### src/rtl/bb_bus_arbiter.sv
// bb_bus_arbiter: bit-serial bus arbiter with one-outstanding split parking and tenure guard.
// Build option: define BB_ARB_RR_EN for round-robin arbitration (default: fixed priority, index 0 highest).
`default_nettype none

module bb_bus_arbiter #(
  parameter int N_MASTERS  = 2,
  parameter int HOLD_LIMIT = 128
) (
  input  logic                         clk,
  input  logic                         rstn,
  input  logic [N_MASTERS-1:0]         breq,
  output logic [N_MASTERS-1:0]         bgrant,
  output logic [$clog2(N_MASTERS)-1:0] gnt_id,
  output logic                         gnt_valid,
  input  logic                         split_in,
  input  logic                         split_release,
  output logic [N_MASTERS-1:0]         split,
  output logic                         hold_err
);

  localparam int MW = $clog2(N_MASTERS);
  localparam int CW = $clog2(HOLD_LIMIT);
  localparam logic [CW-1:0] CNT_LAST = CW'(HOLD_LIMIT - 1);

  typedef enum logic [1:0] {
    IDLE = 2'd0,
    OWN  = 2'd1,
    TURN = 2'd2
  } state_t;

  state_t          state;
  logic [CW-1:0]   hold_cnt;
  logic            sp_valid;
  logic            sp_ready;
  logic [MW-1:0]   sp_id;
  logic [N_MASTERS-1:0] eligible;
  logic            pick_valid;
  logic [MW-1:0]   pick_id;
  logic [MW-1:0]   search_start;
  logic [MW:0]     cand;

`ifdef BB_ARB_RR_EN
  logic [MW-1:0]   rr_ptr;
  assign search_start = rr_ptr;

  function automatic logic [MW-1:0] next_ptr(input logic [MW-1:0] id);
    if (id == MW'(N_MASTERS - 1)) return '0;
    return id + 1'b1;
  endfunction
`else
  assign search_start = '0;
`endif

  // The parked split master is invisible to normal arbitration.
  always_comb begin
    eligible = breq;
    if (sp_valid) eligible[sp_id] = 1'b0;
  end

  // Walk from the farthest offset down so the nearest eligible master wins.
  always_comb begin
    pick_valid = 1'b0;
    pick_id    = '0;
    cand       = '0;
    for (int k = N_MASTERS - 1; k >= 0; k--) begin
      cand = {1'b0, search_start} + (MW+1)'(k);
      if (cand >= (MW+1)'(N_MASTERS)) cand = cand - (MW+1)'(N_MASTERS);
      if (eligible[cand[MW-1:0]]) begin
        pick_valid = 1'b1;
        pick_id    = cand[MW-1:0];
      end
    end
  end

  always_ff @(posedge clk) begin
    if (!rstn) begin
      state     <= IDLE;
      bgrant    <= '0;
      gnt_id    <= '0;
      gnt_valid <= 1'b0;
      split     <= '0;
      hold_err  <= 1'b0;
      hold_cnt  <= '0;
      sp_valid  <= 1'b0;
      sp_ready  <= 1'b0;
      sp_id     <= '0;
`ifdef BB_ARB_RR_EN
      rr_ptr    <= '0;
`endif
    end else begin
      hold_err <= 1'b0;

      if (sp_valid && !breq[sp_id]) begin
        sp_valid     <= 1'b0;
        sp_ready     <= 1'b0;
        split[sp_id] <= 1'b0;
      end else if (sp_valid && split_release) begin
        sp_ready <= 1'b1;
      end

      case (state)
        IDLE: begin
          if (sp_valid && sp_ready && breq[sp_id]) begin
            sp_valid     <= 1'b0;
            sp_ready     <= 1'b0;
            split[sp_id] <= 1'b0;
            bgrant       <= N_MASTERS'(1) << sp_id;
            gnt_id       <= sp_id;
            gnt_valid    <= 1'b1;
            hold_cnt     <= '0;
            state        <= OWN;
`ifdef BB_ARB_RR_EN
            rr_ptr       <= next_ptr(sp_id);
`endif
          end else if (pick_valid) begin
            bgrant    <= N_MASTERS'(1) << pick_id;
            gnt_id    <= pick_id;
            gnt_valid <= 1'b1;
            hold_cnt  <= '0;
            state     <= OWN;
`ifdef BB_ARB_RR_EN
            rr_ptr    <= next_ptr(pick_id);
`endif
          end
        end

        OWN: begin
          if (split_in && !sp_valid) begin
            sp_valid      <= 1'b1;
            sp_ready      <= 1'b0;
            sp_id         <= gnt_id;
            split[gnt_id] <= 1'b1;
            bgrant        <= '0;
            gnt_id        <= '0;
            gnt_valid     <= 1'b0;
            state         <= TURN;
          end else if (!breq[gnt_id]) begin
            bgrant    <= '0;
            gnt_id    <= '0;
            gnt_valid <= 1'b0;
            state     <= TURN;
          end else if (hold_cnt == CNT_LAST) begin
            bgrant    <= '0;
            gnt_id    <= '0;
            gnt_valid <= 1'b0;
            hold_err  <= 1'b1;
            state     <= TURN;
          end else begin
            hold_cnt <= hold_cnt + 1'b1;
          end
        end

        TURN: begin
          hold_cnt <= '0;
          state    <= IDLE;
        end

        default: begin
          bgrant    <= '0;
          gnt_id    <= '0;
          gnt_valid <= 1'b0;
          hold_cnt  <= '0;
          state     <= IDLE;
        end
      endcase
    end
  end

endmodule

`default_nettype wire

### config.mk
export PLATFORM = sky130hd
export DESIGN_NAME = bb_bus_arbiter
export DESIGN_NICKNAME = d
export VERILOG_FILES = /design/src/rtl/bb_bus_arbiter.sv
export SDC_FILE = /design/constraint.sdc
export NUM_CORES = 1
export LEC_CHECK = 0
export BUFFER_PORTS_ARGS = -buffer_cell sky130_fd_sc_hd__buf_2
export CORE_MARGIN = 2
export CORE_UTILIZATION = 58
export CTS_BUF_LIST = sky130_fd_sc_hd__clkbuf_4 sky130_fd_sc_hd__clkbuf_8
export CTS_CLUSTER_DIAMETER = 50
export DETAILED_ROUTE_END_ITERATION = 16
export GPL_TIMING_DRIVEN = 0
export PLACE_DENSITY = 0.89
export SYNTH_ARGS = -nofsm -noshare
export SYNTH_HDL_FRONTEND = slang
export SYNTH_SLANG_ARGS = --single-unit
### constraint.sdc
create_clock -name clk -period 2.2 [get_ports clk]
set_input_delay 0.44 -clock clk [delete_from_list [all_inputs] [get_ports clk]]
set_output_delay 0.44 -clock clk [all_outputs]
set_load 0.01 [all_outputs]
==> results.toml <==
[outcome]
status = "complete, no violations"

[synth]
synth_largest_area_cell = "dfxtp_1"
synth_mux_area_share_pct = 3.39
synth_flop_cell = "dfxtp_1"
yosysWarnings = 0
synth_edf_count = 0
synth_nets = 119
ys_async_sr_fraction_pct = 0
synth_seq_area_share_pct = 39.0
synth_cells = 112
synth-seq-cells = 18
yosysTopAreaCellShare_pct = 39.0
synth_top_family_by_area = "compound AO/OA/AOI/OAI gates"
syn_avg_cell_area_um2 = 8.24
synth_area_um2 = 923
synth_fa_ha_area_share_pct = 1.36
synthTopCellsByArea = "dfxtp_1 39%, nand2_1 6.1%, a21oi_1 4.3%, inv_1 3.7%, a211oi_1 3.3%"
synth_compound_area_share_pct = 24.1
yosys.cell_types.count = 39
synth-xor-area-share_pct = 1.90
synth-simple-area-share_pct = 23.0

[pwr]
leakagePower_nw = 0.419
fin_total_pwr_mw = 0.661
power_density_nw_per_um2 = 639
ir_drop_mv = 0.532

[timing]
rsz0062_at_grt = "no"
tns_ns = 0
finalMaxSlewViolations = 0
tightest_slew_ns = 0.454
setup_slack_ns = 0.292
fin_crit_ns = 1.91
clock.fmax_mhz = 524
post-route-period-util_pct = 86.7
slew_headroom_pct = 69.6
finClkSkew_ns = 0.00283
hold_violations = 0
setup_viol = 0

[die]
std_cell_rows = 14
initial_core_util_pct = 61.3
core_region_area_um2 = 1510
die_w_um = 43.9
pin_count = 13
die_area_um2 = 1930
die_h_um = 43.9

[clock_network]
cts_sinks = 18
post_cts_buffers = 0
holdBufCountCts = 0
cts_root_buf = "clkbuf_4"
cts_max_path_buffers = 2
tritoncts = "yes"
h-tree-depth = 1
clkLatencyLatePin_ns = 0.29
numCtsBuffers = 3
cts-resized-gates = 0
cts.reportedPaths.clkPinSlew_ns = 0.10

[min_path]
min_path_type = "reg -> reg"

[routing]
drc = 0
via_per_inst = 5.90
ant_nets = 0
drt_iter0_markers = 13
drt-pass1-iter-count = 4
wire_per_inst_um = 12.3
drt_wl_total_um = 1760
dr_total_vias = 844

[global_route]
grt_max_degree = 11
grt_pass1_vias = 746
grt_util_all_layers_pct = 19.9
grt-ovfl-total = 0
antenna_found_initial = 0
grt_pass1_wl_um = 2900

[critical_path]
required_ns = 2.39
path_class = "reg -> reg"
worst_ep_arrival_time_ns = 2.10
endpoint_kind = "register"
max_stage_delay_ns = 0.37
crit_path_top_delay_cell = "a311o_1"
start_kind = "register"
crit_chain = "ha_1 > and3_1 > a311o_1 > a21oi_2 > mux2_2 > nor2_1"
path_max_fanout = 8

[finish]
final_cell_mix = "18 x dfxtp_1, 15 x nand2_1, 13 x buf_2"
drive_gt1_share_pct = 18.9
layout_commonest_cell = "dfxtp_1"
fin_area_um2 = 1030
fillers = 122
syn2layout_area_growth_pct = 12.1
layoutNonFillerInstCount = 143
nets = 135
n_antenna_cell = 0

[placed_design]
routabilityCongestion = 0.854
place_inst = 139
place_ws_ns = 0.301
hpwl_um = 1340
placed_cell_area_um2 = 998
portBuffers = 11

[run]
maxCapViolCount = 0
==> final timing paths <==
check,from,to,slack [ns],cells after the start
worst max-delay path,hold_cnt[0]$_SDFFE_PN0P_,hold_cnt[0]$_SDFFE_PN0P_,0.29,6
worst min-delay path,split[1]$_SDFF_PN0_,split[1]$_SDFF_PN0_,0.46,2
worst max register to register,hold_cnt[0]$_SDFFE_PN0P_,hold_cnt[0]$_SDFFE_PN0P_,0.29,6
worst min register to register,split[1]$_SDFF_PN0_,split[1]$_SDFF_PN0_,0.46,2
==> per-stage QoR <==
step | utilization, % | hold slack [ns]
detailed placement | 66.3 | 0.452
CTS | 68.7 | 0.465
finish | 68.7 | 0.459
global route | 68.7 | 0.493
floorplan | - | 0.452
global placement | 66.3 | 0.443
==> synth_stat cells (2+ instances only) <==
library cell	instances
a211oi_1	4
inv_1	9
nor2b_1	3
nand3_1	5
nor2_1	6
xnor2_1	2
mux2i_1	2
buf_2	2
nand4_1	4
o21ai_0	4
a211o_1	2
a21oi_1	8
dfxtp_1	18
and2_1	4
nand2_1	15
==> power by group <==
part	switching [mW]	internal, mW
combinational	0.0672	0.0432
sequential	0.0112	0.339
clock	0.0995	0.101
total	0.178	0.484
==> metal layers <==
layer | GRT usage, % | up-vias | routed length, um
li1 | - | 433 | -
met1 | 22.2 | 397 | 811
met2 | 37.1 | 12 | 871
met3 | 2.50 | 2 | 54
met4 | 8.48 | 0 | 18
met5 | 0 | - | 0
==> flip-flops by register name, indices dropped and copies added, names as in the netlist <==
register,count
bgrant,2
sp_ready,1
hold_cnt,7
gnt_valid,1
state,2
sp_id,1
hold_err,1
sp_valid,1
split,2
==> worst max-delay path, delay by kind of cell (launching register included) <==
| kind | cells | cell delay [ns] |
|---|---|---|
| AO/OA/AOI/OAI | 2 | 0.70 |
| flip-flops | 1 | 0.36 |
| AND/OR/NAND/NOR | 2 | 0.27 |
| adder cells (fa/ha/maj) | 1 | 0.25 |
| multiplexers | 1 | 0.22 |
==> kinds of logic (layout without fill, tap and decap cells) <==
group | count (synthesis) | count (layout)
fa+ha+maj | 1 | 1
mux | 3 | 3
xor+xnor | 2 | 2
flops | 18 | 18
simple gates | 43 | 43
compound gates | 31 | 31
buf+inv | 14 | 29
==> final cells by class <==
type	instances	area, um2	share of cell area [%]
Multi-Input combinational cell	80	497	48.0
Clock buffer	4	36.3	3.51
Sequential cell	18	360	34.8
Tap cell	16	20.0	1.93
Timing Repair Buffer	11	55.1	5.32
Buffer	5	32.5	3.14
Inverter	9	33.8	3.26
(Power assumes the default switching activity.)
